`config.mk`:
```
export PLATFORM = sky130hd
export DESIGN_NAME = dsi_packet_assembler_flat
export DESIGN_NICKNAME = d
export VERILOG_FILES = /design/src/rtl/dsi_packet_assembler_if.sv /design/src/rtl/dsi_packet_assembler.sv /design/src/flat_wrapper.sv
export SDC_FILE = /design/constraint.sdc
export NUM_CORES = 1
export LEC_CHECK = 0
export CORE_MARGIN = 2
export CORE_UTILIZATION = 58
export CTS_CLUSTER_DIAMETER = 50
export DETAILED_ROUTE_END_ITERATION = 12
export GPL_ROUTABILITY_DRIVEN = 0
export PLACE_DENSITY = 0.86
export SLEW_MARGIN = 30
export SYNTH_ARGS = -nofsm -noshare
export SYNTH_HDL_FRONTEND = slang
export SYNTH_SLANG_ARGS = --single-unit
```
`constraint.sdc`:
```
create_clock -name clk_base -period 5.3 [get_ports clk_base]
set_clock_uncertainty 0.15 [all_clocks]
set_input_delay 0.795 -clock clk_base [delete_from_list [all_inputs] [get_ports clk_base]]
set_output_delay 0.795 -clock clk_base [all_outputs]
set_load 0.01 [all_outputs]
```
`src/rtl/dsi_packet_assembler_if.sv`:
```
// dsi_packet_assembler_if: descriptor, payload and lane byte buses of the DSI packet assembler
interface dsi_packet_assembler_if;
  logic        pkt_valid, pkt_ready;
  logic [7:0]  pkt_data_id;
  logic [15:0] pkt_word_count;
  logic        pkt_long, pkt_hs, pkt_eot, pkt_dummy;
  logic        pld_valid, pld_ready;
  logic [7:0]  pld_data;
  logic        lane_data_request, lane_data_write;
  logic [7:0]  lane_data_input;
  logic        lane_data_type, lane_end_of_frame, lane_dummy_frame;
  modport master (
    output pkt_valid, pkt_data_id, pkt_word_count, pkt_long, pkt_hs, pkt_eot, pkt_dummy,
    output pld_valid, pld_data, lane_data_request,
    input  pkt_ready, pld_ready, lane_data_write, lane_data_input, lane_data_type,
    input  lane_end_of_frame, lane_dummy_frame
  );
  modport slave (
    input  pkt_valid, pkt_data_id, pkt_word_count, pkt_long, pkt_hs, pkt_eot, pkt_dummy,
    input  pld_valid, pld_data, lane_data_request,
    output pkt_ready, pld_ready, lane_data_write, lane_data_input, lane_data_type,
    output lane_end_of_frame, lane_dummy_frame
  );
endinterface

```
`src/rtl/dsi_packet_assembler.sv`:
```
// dsi_packet_assembler: builds DSI short/long/dummy packets (header, ECC, payload, CRC-16) as a lane byte stream.
// Define DSI_PKT_CRC_EN to compute the payload CRC; otherwise CRC bytes are sent as 00,00.
module dsi_packet_assembler #(
  parameter int         WC_W       = 16,
  parameter logic [7:0] DUMMY_BYTE = 8'h00
) (
  input logic                  clk_base,
  input logic                  reset_n,
  dsi_packet_assembler_if.slave bus,
  output logic                 busy,
  output logic                 err_underrun
);
  typedef enum logic [3:0] {S_IDLE, S_DUMMY, S_HDR0, S_HDR1, S_HDR2, S_ECC, S_PLD, S_CRC0, S_CRC1} state_t;
  state_t          r_state, w_nxt;
  logic            r_rdy, r_long, r_hs, r_eot;
  logic [7:0]      r_id;
  logic [WC_W-1:0] r_wc, r_cnt;
  logic [15:0]     w_crc;
  logic [23:0]     w_hdr;
  logic [5:0]      w_ecc;
  logic            w_wr;
`ifdef DSI_PKT_CRC_EN
  logic [15:0]     r_crc;
  // byte-wide form of the reflected 0x8408 CRC, equivalent to eight LSB-first bit steps
  function automatic logic [15:0] crc_upd(input logic [15:0] c, input logic [7:0] d);
    logic [7:0] x;
    x = c[7:0] ^ d;
    x = x ^ {x[3:0], 4'h0};
    return {x, c[15:8]} ^ {12'h000, x[7:4]} ^ {5'h00, x, 3'b000};
  endfunction
  assign w_crc = r_crc;
`else
  assign w_crc = 16'h0000;
`endif
  assign w_hdr = {r_wc, r_id};
  // each ECC bit is the parity of its Hamming row over the 24 header bits
  assign w_ecc = {^(w_hdr & 24'hEFFC00), ^(w_hdr & 24'hDF03F0), ^(w_hdr & 24'hB8E38E),
                  ^(w_hdr & 24'h749A6D), ^(w_hdr & 24'hF2555B), ^(w_hdr & 24'hF12CB7)};
  assign w_wr = bus.lane_data_request && r_state != S_IDLE && (r_state != S_PLD || bus.pld_valid);
  always_comb
    w_nxt = r_state == S_HDR0 ? S_HDR1 :
            r_state == S_HDR1 ? S_HDR2 :
            r_state == S_HDR2 ? S_ECC :
            r_state == S_ECC  ? (!r_long ? S_IDLE : r_wc == '0 ? S_CRC0 : S_PLD) :
            r_state == S_PLD  ? (r_cnt == WC_W'(1) ? S_CRC0 : S_PLD) :
            r_state == S_CRC0 ? S_CRC1 : S_IDLE;
  always_ff @(posedge clk_base or negedge reset_n)
    if (!reset_n) begin
      r_state <= S_IDLE;
      r_rdy   <= 1'b0;
      r_id    <= '0;
      r_wc    <= '0;
      r_cnt   <= '0;
      r_long  <= 1'b0;
      r_hs    <= 1'b0;
      r_eot   <= 1'b0;
`ifdef DSI_PKT_CRC_EN
      r_crc   <= 16'hFFFF;
`endif
    end else if (r_state == S_IDLE) begin
      if (bus.pkt_valid && r_rdy) begin
        r_state <= bus.pkt_dummy ? S_DUMMY : S_HDR0;
        r_rdy   <= 1'b0;
        r_id    <= bus.pkt_data_id;
        r_wc    <= bus.pkt_word_count;
        r_cnt   <= bus.pkt_word_count;
        r_long  <= bus.pkt_long;
        r_hs    <= bus.pkt_hs;
        r_eot   <= bus.pkt_eot;
`ifdef DSI_PKT_CRC_EN
        r_crc   <= 16'hFFFF;
`endif
      end else
        r_rdy <= 1'b1;
    end else if (w_wr) begin
      r_state <= w_nxt;
      r_rdy   <= w_nxt == S_IDLE;
      if (r_state == S_PLD) begin
        r_cnt <= r_cnt - 1'b1;
`ifdef DSI_PKT_CRC_EN
        r_crc <= crc_upd(r_crc, bus.pld_data);
`endif
      end
    end
  assign bus.pkt_ready         = r_rdy;
  assign bus.pld_ready         = r_state == S_PLD && bus.lane_data_request;
  assign bus.lane_data_write   = w_wr;
  assign bus.lane_data_type    = r_hs;
  assign bus.lane_dummy_frame  = r_state == S_DUMMY;
  assign bus.lane_end_of_frame = r_state == S_DUMMY || (r_eot && (r_state == S_CRC1 || (r_state == S_ECC && !r_long)));
  assign bus.lane_data_input   = r_state == S_DUMMY ? DUMMY_BYTE :
                                 r_state == S_HDR0  ? r_id :
                                 r_state == S_HDR1  ? r_wc[7:0] :
                                 r_state == S_HDR2  ? r_wc[15:8] :
                                 r_state == S_ECC   ? {2'b00, w_ecc} :
                                 r_state == S_PLD   ? bus.pld_data :
                                 r_state == S_CRC0  ? w_crc[7:0] :
                                 r_state == S_CRC1  ? w_crc[15:8] : 8'h00;
  assign busy         = r_state != S_IDLE;
  assign err_underrun = r_state == S_PLD && bus.lane_data_request && !bus.pld_valid;
endmodule

```
`src/flat_wrapper.sv`:
```
// flat-port wrapper written by rule: the top's interface ports become plain ports
module dsi_packet_assembler_flat 
#(
  parameter int         WC_W       = 16,
  parameter logic [7:0] DUMMY_BYTE = 8'h00
)
  (clk_base, reset_n, busy, err_underrun, bus_pkt_valid, bus_pkt_data_id, bus_pkt_word_count, bus_pkt_long, bus_pkt_hs, bus_pkt_eot, bus_pkt_dummy, bus_pld_valid, bus_pld_data, bus_lane_data_request, bus_pkt_ready, bus_pld_ready, bus_lane_data_write, bus_lane_data_input, bus_lane_data_type, bus_lane_end_of_frame, bus_lane_dummy_frame);
  dsi_packet_assembler_if bus_i ();
  input logic clk_base;
  input logic reset_n;
  output logic busy;
  output logic err_underrun;
  input wire logic [$bits(bus_i.pkt_valid)-1:0] bus_pkt_valid;
  input wire logic [$bits(bus_i.pkt_data_id)-1:0] bus_pkt_data_id;
  input wire logic [$bits(bus_i.pkt_word_count)-1:0] bus_pkt_word_count;
  input wire logic [$bits(bus_i.pkt_long)-1:0] bus_pkt_long;
  input wire logic [$bits(bus_i.pkt_hs)-1:0] bus_pkt_hs;
  input wire logic [$bits(bus_i.pkt_eot)-1:0] bus_pkt_eot;
  input wire logic [$bits(bus_i.pkt_dummy)-1:0] bus_pkt_dummy;
  input wire logic [$bits(bus_i.pld_valid)-1:0] bus_pld_valid;
  input wire logic [$bits(bus_i.pld_data)-1:0] bus_pld_data;
  input wire logic [$bits(bus_i.lane_data_request)-1:0] bus_lane_data_request;
  output wire logic [$bits(bus_i.pkt_ready)-1:0] bus_pkt_ready;
  output wire logic [$bits(bus_i.pld_ready)-1:0] bus_pld_ready;
  output wire logic [$bits(bus_i.lane_data_write)-1:0] bus_lane_data_write;
  output wire logic [$bits(bus_i.lane_data_input)-1:0] bus_lane_data_input;
  output wire logic [$bits(bus_i.lane_data_type)-1:0] bus_lane_data_type;
  output wire logic [$bits(bus_i.lane_end_of_frame)-1:0] bus_lane_end_of_frame;
  output wire logic [$bits(bus_i.lane_dummy_frame)-1:0] bus_lane_dummy_frame;
  assign bus_i.pkt_valid = bus_pkt_valid;
  assign bus_i.pkt_data_id = bus_pkt_data_id;
  assign bus_i.pkt_word_count = bus_pkt_word_count;
  assign bus_i.pkt_long = bus_pkt_long;
  assign bus_i.pkt_hs = bus_pkt_hs;
  assign bus_i.pkt_eot = bus_pkt_eot;
  assign bus_i.pkt_dummy = bus_pkt_dummy;
  assign bus_i.pld_valid = bus_pld_valid;
  assign bus_i.pld_data = bus_pld_data;
  assign bus_i.lane_data_request = bus_lane_data_request;
  assign bus_pkt_ready = bus_i.pkt_ready;
  assign bus_pld_ready = bus_i.pld_ready;
  assign bus_lane_data_write = bus_i.lane_data_write;
  assign bus_lane_data_input = bus_i.lane_data_input;
  assign bus_lane_data_type = bus_i.lane_data_type;
  assign bus_lane_end_of_frame = bus_i.lane_end_of_frame;
  assign bus_lane_dummy_frame = bus_i.lane_dummy_frame;
  dsi_packet_assembler #(.WC_W(WC_W), .DUMMY_BYTE(DUMMY_BYTE)) u_core (.clk_base(clk_base), .reset_n(reset_n), .bus(bus_i), .busy(busy), .err_underrun(err_underrun));
endmodule
```
==> impl_metrics.env, run 1 <==
export IMPL_irDropWorstVdd_mv=0.462
export IMPL_ant_cells=0
export IMPL_dp_hpwl_mm=6.72
export IMPL_timing_setup_critical_path_class="reg -> out"
export IMPL_row_count=27
export IMPL_h_tree_level_count=2
export IMPL_max_clock_path_buffers=2
export IMPL_core_region_area_mm2=0.00554
export IMPL_synth_top_area_cell="sky130_fd_sc_hd__dfrtp_1"
export IMPL_power_leakage_nw=1.69
export IMPL_fraction_of_layout_cells_with_a_size_suffix_above_1=0.0288
export IMPL_critical_path_source="u_core.r_wc[13]$_DFFE_PN0P_"
export IMPL_worst_setup_hold_path_clk_slew_ns=0.09
export IMPL_detail_route_antenna_nets=0
export IMPL_rsz0062_at_grt="false"
export IMPL_ys_dominant_reg_cell="sky130_fd_sc_hd__dfrtp_1"
export IMPL_syn_area_mm2=0.00335
export IMPL_nets=502
export IMPL_post_cts_hold_buffer_count=0
export IMPL_min_delay_path_class="in -> async"
export IMPL_period_minus_slack_ns=3.76
export IMPL_synth_area_top_cells="sky130_fd_sc_hd__dfrtp_1 36%, sky130_fd_sc_hd__nand2_1 8.8%, sky130_fd_sc_hd__xnor2_1 6.8%"
export IMPL_finalHoldViolCount=0
export IMPL_postRouteWirelength_mm=9.14
export IMPL_place_port_buffers=56
export IMPL_report_final_setup_viol=0
export IMPL_die_area_mm2=0.00639
export IMPL_dieHeight_um=80.0
export IMPL_grt_first_pass_wirelength_mm=15.1
export IMPL_vias_in_the_first_global_route=3075
export IMPL_maxClockFrequency_mhz=266
export IMPL_max_cap_viol_count=0
export IMPL_wl_per_cell_um=17.4
export IMPL_syn_area_per_cell_um2=8.20
export IMPL_report_final_slew_viol_count=0
export IMPL_global_route_usage_total=0.305
export IMPL_slew_limit_headroom=0.400
export IMPL_asyncSetResetFlopFracSynth=1.00
export IMPL_power_per_cell_area_mw_per_mm2=801
export IMPL_post_cts_resize_count=0
export IMPL_ys_seq_elements=48
export IMPL_cts_root_buf="sky130_fd_sc_hd__clkbuf_8"
export IMPL_slew_at_the_pin_closest_to_its_max_slew_limit_ns=0.899
export IMPL_initial_utilization=0.604
export IMPL_grt_antenna_before_repair=0
export IMPL_die_width_um=80.0
export IMPL_firstDrtPassIters=5
export IMPL_synth_edf_count=0
export IMPL_cts_tree="built"
export IMPL_post_cts_setup_buffer_count=0
export IMPL_clock_latency_on_the_worst_skew_pair_ns=0.30
export IMPL_period_share=0.710
export IMPL_status="completed"
export IMPL_cts_buffer_count=5
export IMPL_yosysTopAreaCellShare=0.359
export IMPL_yosys_cell_count_top_type="sky130_fd_sc_hd__nand2_1"
export IMPL_crit_reg2reg_launch="u_core.r_state[0]$_DFFE_PN0P_"
export IMPL_globalRouteOverflowTotal=0
export IMPL_sequential_fraction_of_the_synthesis_area=0.359
export IMPL_path_max_fanout=3
export IMPL_largest_net_degree_at_the_start_of_global_routing=49
export IMPL_vias_per_cell=6.16
export IMPL_final_setup_tns_ns=0
export IMPL_io_pins=57
export IMPL_syn_inst=408
export IMPL_postSynthNetCount=459
export IMPL_area_growth_pct=19.5
export IMPL_filler_cell_count=449
export IMPL_number_of_drc_violations_after_detailed_routing=0
export IMPL_crit_path_end_kind="output port"
export IMPL_synth_warnings=0
export IMPL_synth_cell_types=51
export IMPL_cp_data_required_time_ns=4.36
export IMPL_via_count=3229
export IMPL_clk_sink_count=48
export IMPL_setup_worst_path_start_class="flip-flop"
export IMPL_power_mw=3.21
export IMPL_synthTopCellsByCount="78 x sky130_fd_sc_hd__nand2_1, 48 x sky130_fd_sc_hd__dfrtp_1, 38 x sky130_fd_sc_hd__o21ai_0, 26 x sky130_fd_sc_hd__xnor2_1"
export IMPL_arrival_ns=2.82
export IMPL_drtIter0Drc=334
## power by group
part / total (mW) / switching (mW) / internal (mW) / leakage (nW)
combinational: 2.16 / 1.04 / 1.12 / 1.07
clock: 0.237 / 0.130 / 0.106 / 0.0445
sequential: 0.812 / 0.283 / 0.529 / 0.582
## registers in the layout, indices dropped and copies added, names as in the netlist
register and cells:
u_core.r_cnt 16, u_core.r_wc 16, u_core.r_id 8, u_core.r_eot 1
u_core.r_long 1, u_core.bus.pkt_ready 1, u_core.bus.lane_data_type 1, u_core.r_state 4
## path summary, 6_finish.rpt
check / to / slack (ns) / depth (start not counted)
setup / recovery: bus_lane_data_input[1] / 1.54 / 7
setup reg to reg: u_core.r_state[0]$_DFFE_PN0P_ / 2.56 / 5
hold / removal: u_core.r_eot$_DFFE_PN0P_ / 0.33 / 1
hold reg to reg: u_core.bus.lane_data_type$_DFFE_PN0P_ / 0.33 / 2
min in group clk_base: u_core.bus.lane_data_type$_DFFE_PN0P_ / 0.33 / 2
max in group asynchronous: u_core.r_state[2]$_DFFE_PN0P_ / 4.24 / 1
## worst max-delay path: stages, from the launching register on
cell and delay (ns):
sky130_fd_sc_hd__dfrtp_1 0.40, sky130_fd_sc_hd__inv_1 0.14, sky130_fd_sc_hd__ha_1 0.29, sky130_fd_sc_hd__xnor2_1 0.27, sky130_fd_sc_hd__xnor2_1 0.22, sky130_fd_sc_hd__xnor3_1 0.29
sky130_fd_sc_hd__o31ai_1 0.28, sky130_fd_sc_hd__clkdlybuf4s50_1 0.61
## layer usage
| layer | up-vias | wire length [um] | part of all wire | GRT usage |
|---|---|---|---|---|
| li1 | 1512 | - | - | - |
| met1 | 1507 | 3920 | 0.43 | 0.421 |
| met2 | 190 | 4260 | 0.47 | 0.493 |
| met3 | 20 | 784 | 0.086 | 0.0588 |
| met4 | 0 | 173 | 0.019 | 0.0831 |
| met5 | - | 0 | 0 | 0 |
## metrics by stage
step / hold slack (ns) / area, um^2 / setup slack, ns / std cells / utilization
finish: 0.330 / 4000 / 1.54 / 524 / 0.722
global route: 0.378 / 4000 / 1.44 / 524 / 0.722
CTS: 0.335 / 4000 / 1.58 / 524 / 0.722
detailed placement: 0.314 / 3910 / 1.90 / 516 / 0.705
global placement: 0.309 / 3900 / 1.95 / 516 / 0.704
floorplan: 0.289 / 3350 / 2.61 / 408 / -
## cell families after synthesis
group / after synthesis / share of synthesized area
buffers and inverters: 47 / 0.0580
muxes: 4 / 0.0120
DFF: 48 / 0.359
adders and majority gates: 10 / 0.0374
AOI/OAI and AO/OA: 114 / 0.209
xor gates and xnor gates: 39 / 0.123
and+or+nand+nor: 146 / 0.202
## layout by cell type (no fill, tap or decap), drive strengths merged, types with 5 or more instances in the layout
cell,n
nand3,7
ha,10
nor3,13
nand2,78
clkbuf,7
a22oi,7
clkdlybuf4s50,55
xnor3,5
nor2,21
dfrtp,48
xor2,8
o22ai,5
o2bb2ai,5
o21ai,47
a21oi,25
xnor2,26
inv,26
## final cells by class
type                            instances  area, um^2  share of cell area
Multi-Input combinational cell        313        1950               0.488
Timing Repair Buffer                   57         566               0.141
Clock inverter                          1        7.51             0.00188
Sequential cell                        48        1200               0.300
Tap cell                               72        90.1              0.0225
Inverter                               26        97.6              0.0244
Clock buffer                            7        86.3              0.0216
Note: power is estimated with default switching activity, not from simulation.
==> run 2, diff against run 1 <==
Settings changed: CORE_UTILIZATION 58 to 49, PLACE_DENSITY 0.86 to 0.78.
Clock period 5.3 ns to 3.2 ns, I/O delays scaled along.
==> run 2 against run 1 <==
Net effect:
- power increased by 77%
- non-clock buffer count grew 14
- sequential share of layout area down 1.5 points
- worst setup slack got worse by 1.5 ns
- clock power increased by 130%
- routed wire length increased by 6.4%
- first-iteration DRC count fell by 9.6%
- largest cell class unchanged
- core utilization shrank 9.0 points
==> impl_metrics.env, run 2 (synthesized netlist as in run 1, its figures left out) <==
export IMPL_die_width_um=86.6
export IMPL_cts_root_buf="sky130_fd_sc_hd__clkbuf_8"
export IMPL_io_pins=57
export IMPL_maxClockFrequency_mhz=320
export IMPL_area_growth_pct=26.2
export IMPL_postRouteWirelength_mm=9.72
export IMPL_cts_tree="built"
export IMPL_timing_hold_ws_ns=0.0306
export IMPL_h_tree_level_count=2
export IMPL_finalHoldViolCount=0
export IMPL_power_per_cell_area_mw_per_mm2=1340
export IMPL_report_final_slew_viol_count=0
export IMPL_place_port_buffers=56
export IMPL_worst_setup_hold_path_clk_slew_ns=0.09
export IMPL_internal_power_mw=3.20
export IMPL_arrival_ns=2.50
export IMPL_grt_antenna_before_repair=0
export IMPL_vias_in_the_first_global_route=3131
export IMPL_vias_per_cell=6.04
export IMPL_dieHeight_um=86.6
export IMPL_initial_utilization=0.501
export IMPL_globalRouteOverflowTotal=0
export IMPL_seq_power_share=0.229
export IMPL_setup_worst_path_start_class="flip-flop"
export IMPL_rsz0062_at_grt="true"
export IMPL_report_final_setup_viol=0
export IMPL_nets=516
export IMPL_irDropWorstVdd_mv=0.595
export IMPL_power_net_switching_mw=2.46
export IMPL_drtIter0Drc=302
export IMPL_path_max_fanout=3
export IMPL_max_cap_viol_count=0
export IMPL_switching_share=0.435
export IMPL_post_cts_hold_buffer_count=0
export IMPL_part_of_the_power_in_the_clock_network=0.095
export IMPL_status="completed"
export IMPL_die_area_mm2=0.00750
export IMPL_slew_limit_headroom=0.589
export IMPL_largest_net_degree_at_the_start_of_global_routing=49
export IMPL_via_count=3299
export IMPL_fraction_of_layout_cells_with_a_size_suffix_above_1=0.0880
export IMPL_cts_buffer_count=5
export IMPL_dp_hpwl_mm=7.10
export IMPL_timing_setup_critical_path_class="reg -> out"
export IMPL_final_common_cell="sky130_fd_sc_hd__nand2_1"
export IMPL_period_share=0.977
export IMPL_final_cell_mix="78 x sky130_fd_sc_hd__nand2_1, 49 x sky130_fd_sc_hd__clkdlybuf4s50_1, 45 x sky130_fd_sc_hd__dfrtp_1"
export IMPL_preCtsSetupSlack_ns=0.199
export IMPL_largest_regs="u_core.r_cnt (16), u_core.r_wc (16), u_core.r_id (8)"
export IMPL_period_minus_slack_ns=3.13
export IMPL_grt_first_pass_wirelength_mm=15.7
export IMPL_clk_sink_count=48
export IMPL_crit_path_end_kind="output port"
export IMPL_wl_per_cell_um=17.8
export IMPL_cp_data_required_time_ns=2.57
export IMPL_clock_latency_on_the_worst_skew_pair_ns=0.31
export IMPL_power_leakage_nw=1.84
export IMPL_ant_cells=0
export IMPL_global_route_usage_total=0.268
export IMPL_min_delay_path_class="in -> async"
export IMPL_slew_at_the_pin_closest_to_its_max_slew_limit_ns=0.617
export IMPL_row_count=30
export IMPL_number_of_drc_violations_after_detailed_routing=0
export IMPL_final_worst_setup_slack_ns=0.0727
export IMPL_firstDrtPassIters=5
export IMPL_detail_route_antenna_nets=0
export IMPL_max_clock_path_buffers=2
export IMPL_core_region_area_mm2=0.00668
export IMPL_pwr_share_comb=0.676
## run 2: changes by cell type in the layout (fill, tap and decap cells not counted), sizes merged
cell / delta
buf: +14
bufinv: +2
clkbuf: -2
clkdlybuf4s15: +1
clkdlybuf4s50: -6
clkinvlp: -1
dlygate4sd2: +3
dlymetal6s2s: +2
inv: +1
## run 2: worst max-delay path, stage by stage (launching register included)
cell and delay, ns:
sky130_fd_sc_hd__dfrtp_1 0.41, sky130_fd_sc_hd__inv_1 0.09, sky130_fd_sc_hd__ha_1 0.37, sky130_fd_sc_hd__xnor2_2 0.27
sky130_fd_sc_hd__xnor2_1 0.18, sky130_fd_sc_hd__xnor2_1 0.17, sky130_fd_sc_hd__xnor2_1 0.10, sky130_fd_sc_hd__a221o_1 0.31
sky130_fd_sc_hd__dlygate4sd2_1 0.29
## run 2: final timing paths
kind / end / slack, ns / cells past startpoint / from
min in group clk_base: u_core.bus.lane_data_type$_DFFE_PN0P_ / 0.33 / 2 / u_core.bus.lane_data_type$_DFFE_PN0P_
min reg2reg: u_core.bus.lane_data_type$_DFFE_PN0P_ / 0.33 / 2 / u_core.bus.lane_data_type$_DFFE_PN0P_
max reg2reg: u_core.r_cnt[14]$_DFFE_PN0P_ / 0.82 / 7 / u_core.r_cnt[0]$_DFFE_PN0P_
max: bus_lane_data_input[3] / 0.07 / 8 / u_core.r_wc[12]$_DFFE_PN0P_
min: u_core.bus.lane_data_type$_DFFE_PN0P_ / 0.03 / 1 / reset_n
max in group asynchronous: u_core.r_state[0]$_DFFE_PN0P_ / 2.42 / 1 / reset_n
## run 2: power groups by stage
stage	sequential, mW	clock [mW]	combinational [mW]
floorplan	1.11	0	2.68
global placement	1.26	0	3.49
detailed placement	1.28	0	3.57
CTS	1.27	0.545	3.64
global route	1.33	0.570	4.12
finish	1.29	0.537	3.83
## run 2: what timing repair did
action	in CTS	in global routing
buffers inserted	1	2
pin swaps	1	1
endpoints found under the setup margin	6	2
resized for setup	7	13
## run 2: routing by layer
| metal | wire length, um | vias up | track usage |
|---|---|---|---|
| li1 | - | 1532 | - |
| met1 | 4270 | 1583 | 0.367 |
| met2 | 4590 | 157 | 0.427 |
| met3 | 577 | 27 | 0.0495 |
| met4 | 286 | 0 | 0.0938 |
| met5 | 0 | - | 0 |
## run 2: cell type report
class,count,area (um^2)
Clock buffer,5,68.8
Clock inverter,3,68.8
Fill cell,557,2460
Inverter,26,97.6
Multi-Input combinational cell,313,2010
Sequential cell,48,1200
Tap cell,80,100
Timing Repair Buffer,71,672
## run 2: metrics by stage
stage | total power [mW] | instance area [um^2] | util | setup TNS (ns) | instances
after floorplan | 3.79 | 3350 | - | 0 | 408
after global placement | 4.75 | 4000 | 0.598 | 0 | 535
after detailed placement | 4.85 | 4000 | 0.598 | 0 | 535
after CTS | 5.45 | 4150 | 0.622 | 0 | 544
after global routing | 6.02 | 4220 | 0.632 | -0.0292 | 546
final | 5.66 | 4220 | 0.632 | 0 | 546
==> run 3, diff against run 2 <==
Settings changed: MAX_ROUTING_LAYER set to met4.
==> run 3 against run 2 <==
Net effect:
- register-to-register slack hardly changed
- critical endpoint unchanged
- die area stayed put
- critical path type unchanged
- sequential share of layout area hardly changed
- maximum frequency is 0.71% higher
- critical path depth stayed put
- power is 0.43% lower
- sequential power hardly changed
==> impl_metrics.env, run 3 (synthesized netlist as in run 1, its figures left out) <==
export IMPL_setup_worst_path_start_class="flip-flop"
export IMPL_arrival_ns=2.48
export IMPL_detailed_place_area_mm2=0.00400
export IMPL_final_worst_setup_slack_ns=0.0947
export IMPL_die_area_mm2=0.00750
export IMPL_path_max_fanout=3
export IMPL_grt_antenna_before_repair=0
export IMPL_vias_in_the_first_global_route=3142
export IMPL_place_port_buffers=56
export IMPL_nets=516
export IMPL_io_pins=57
export IMPL_cp_data_required_time_ns=2.57
export IMPL_status="completed"
export IMPL_switching_share=0.433
export IMPL_h_tree_level_count=2
export IMPL_post_cts_hold_buffer_count=0
export IMPL_area_growth_pct=26.2
export IMPL_globalRouteOverflowTotal=0
export IMPL_pwr_share_comb=0.676
export IMPL_dp_hpwl_mm=7.10
export IMPL_max_stage_delay_ns=0.41
export IMPL_largest_regs="u_core.r_cnt (16), u_core.r_wc (16), u_core.r_id (8)"
export IMPL_power_mw=5.63
export IMPL_max_cap_viol_count=0
export IMPL_firstDrtPassIters=5
export IMPL_cts_tree="built"
export IMPL_postRouteWirelength_mm=9.68
export IMPL_ant_cells=0
export IMPL_dieHeight_um=86.6
export IMPL_crit_path_end_kind="output port"
export IMPL_power_net_switching_mw=2.44
export IMPL_detail_route_antenna_nets=0
export IMPL_slew_limit_headroom=0.590
export IMPL_final_design_area_no_fill_mm2=0.00422
export IMPL_cp_slowest_cell="sky130_fd_sc_hd__dfrtp_1"
export IMPL_row_count=30
export IMPL_place_inst=535
export IMPL_clock_latency_on_the_worst_skew_pair_ns=0.31
export IMPL_largest_net_degree_at_the_start_of_global_routing=49
export IMPL_rsz0062_at_grt="true"
export IMPL_timing_hold_ws_ns=0.0275
export IMPL_global_route_usage_total=0.275
export IMPL_vias_per_cell=5.98
export IMPL_max_clock_path_buffers=2
export IMPL_maxClockFrequency_mhz=322
export IMPL_period_minus_slack_ns=3.11
export IMPL_slew_at_the_pin_closest_to_its_max_slew_limit_ns=0.615
export IMPL_cp_cell_sequence="inv_1 -> ha_1 -> xnor2_2 -> xnor2_1 -> xnor2_1 -> xnor2_1 -> a221o_1 -> dlygate4sd2_1"
export IMPL_number_of_drc_violations_after_detailed_routing=0
export IMPL_initial_utilization=0.501
export IMPL_wl_per_cell_um=17.7
export IMPL_grt_first_pass_wirelength_mm=15.7
export IMPL_clk_sink_count=48
export IMPL_filler_cell_count=557
export IMPL_report_final_slew_viol_count=0
export IMPL_power_per_cell_area_mw_per_mm2=1330
export IMPL_worst_setup_hold_path_clk_slew_ns=0.09
export IMPL_final_cell_mix="78 x sky130_fd_sc_hd__nand2_1, 49 x sky130_fd_sc_hd__clkdlybuf4s50_1, 45 x sky130_fd_sc_hd__dfrtp_1"
export IMPL_drtIter0Drc=306
export IMPL_final_common_cell="sky130_fd_sc_hd__nand2_1"
export IMPL_core_region_area_mm2=0.00668
export IMPL_timing_critical_path_mode_cell="sky130_fd_sc_hd__xnor2_1"
export IMPL_stdcell_count=546
export IMPL_power_leakage_nw=1.85
export IMPL_fin_util=0.632
export IMPL_fraction_of_layout_cells_with_a_size_suffix_above_1=0.0880
export IMPL_part_of_the_power_in_the_clock_network=0.095
export IMPL_period_share=0.970
export IMPL_cts_root_buf="sky130_fd_sc_hd__clkbuf_8"
export IMPL_min_delay_path_class="in -> async"
export IMPL_internal_power_mw=3.20
export IMPL_preCtsSetupSlack_ns=0.199
export IMPL_cts_buffer_count=5
export IMPL_irDropWorstVdd_mv=0.593
export IMPL_report_final_setup_viol=0
export IMPL_final_setup_tns_ns=0
export IMPL_finalHoldViolCount=0
export IMPL_via_count=3265
export IMPL_seq_power_share=0.229
export IMPL_die_width_um=86.6
export IMPL_timing_setup_critical_path_class="reg -> out"
[run 3: changes by cell type in the layout (fill, tap and decap cells not counted), sizes merged]
cell,delta
dlygate4sd2,+1
clkdlybuf4s15,-1
[run 3: timing repair]
action / 4_1_cts / 5_1_grt
endpoints found under the setup margin: 6 / 2
buffers inserted: 1 / 2
pin swaps: 1 / 1
gates resized for setup: 7 / 12
[run 3: path summary, 6_finish.rpt]
path,start,endpoint,slack [ns],cells after the start
max,u_core.r_wc[12]$_DFFE_PN0P_,bus_lane_data_input[3],0.09,8
min,reset_n,u_core.bus.lane_data_type$_DFFE_PN0P_,0.03,1
max reg2reg,u_core.r_cnt[0]$_DFFE_PN0P_,u_core.r_cnt[14]$_DFFE_PN0P_,0.81,7
min reg2reg,u_core.bus.lane_data_type$_DFFE_PN0P_,u_core.bus.lane_data_type$_DFFE_PN0P_,0.33,2
max in group asynchronous,reset_n,u_core.r_state[2]$_DFFE_PN0P_,2.42,1
min in group clk_base,u_core.bus.lane_data_type$_DFFE_PN0P_,u_core.bus.lane_data_type$_DFFE_PN0P_,0.33,2
[run 3: cell type report]
class	count	area, um^2	area share
Tap cell	80	100	0.0237
Sequential cell	48	1200	0.285
Inverter	26	97.6	0.0231
Clock buffer	5	68.8	0.0163
Clock inverter	3	68.8	0.0163
Multi-Input combinational cell	313	2010	0.476
Timing Repair Buffer	71	671	0.159
[run 3: worst max-delay path: cells and delay by family, from the launching register on]
kind | cells | cell delay, ns
fa+ha+maj | 1 | 0.36
xor+xnor | 4 | 0.72
buf+inv | 2 | 0.38
compound gates | 1 | 0.30
flops | 1 | 0.41
[run 3: power by group through the flow]
stage / combinational, mW / clock (mW) / sequential [mW]
finish: 3.81 / 0.535 / 1.29
global route: 4.11 / 0.569 / 1.33
CTS: 3.64 / 0.545 / 1.27
detailed placement: 3.57 / 0 / 1.28
global placement: 3.49 / 0 / 1.26
floorplan: 2.68 / 0 / 1.11
[run 3: layer usage]
| layer | track usage | up-vias | wire [um] |
|---|---|---|---|
| met5 | - | - | 0 |
| met4 | 0.102 | 0 | 293 |
| met3 | 0.0410 | 27 | 599 |
| met2 | 0.424 | 155 | 4610 |
| met1 | 0.368 | 1552 | 4170 |
| li1 | - | 1531 | - |
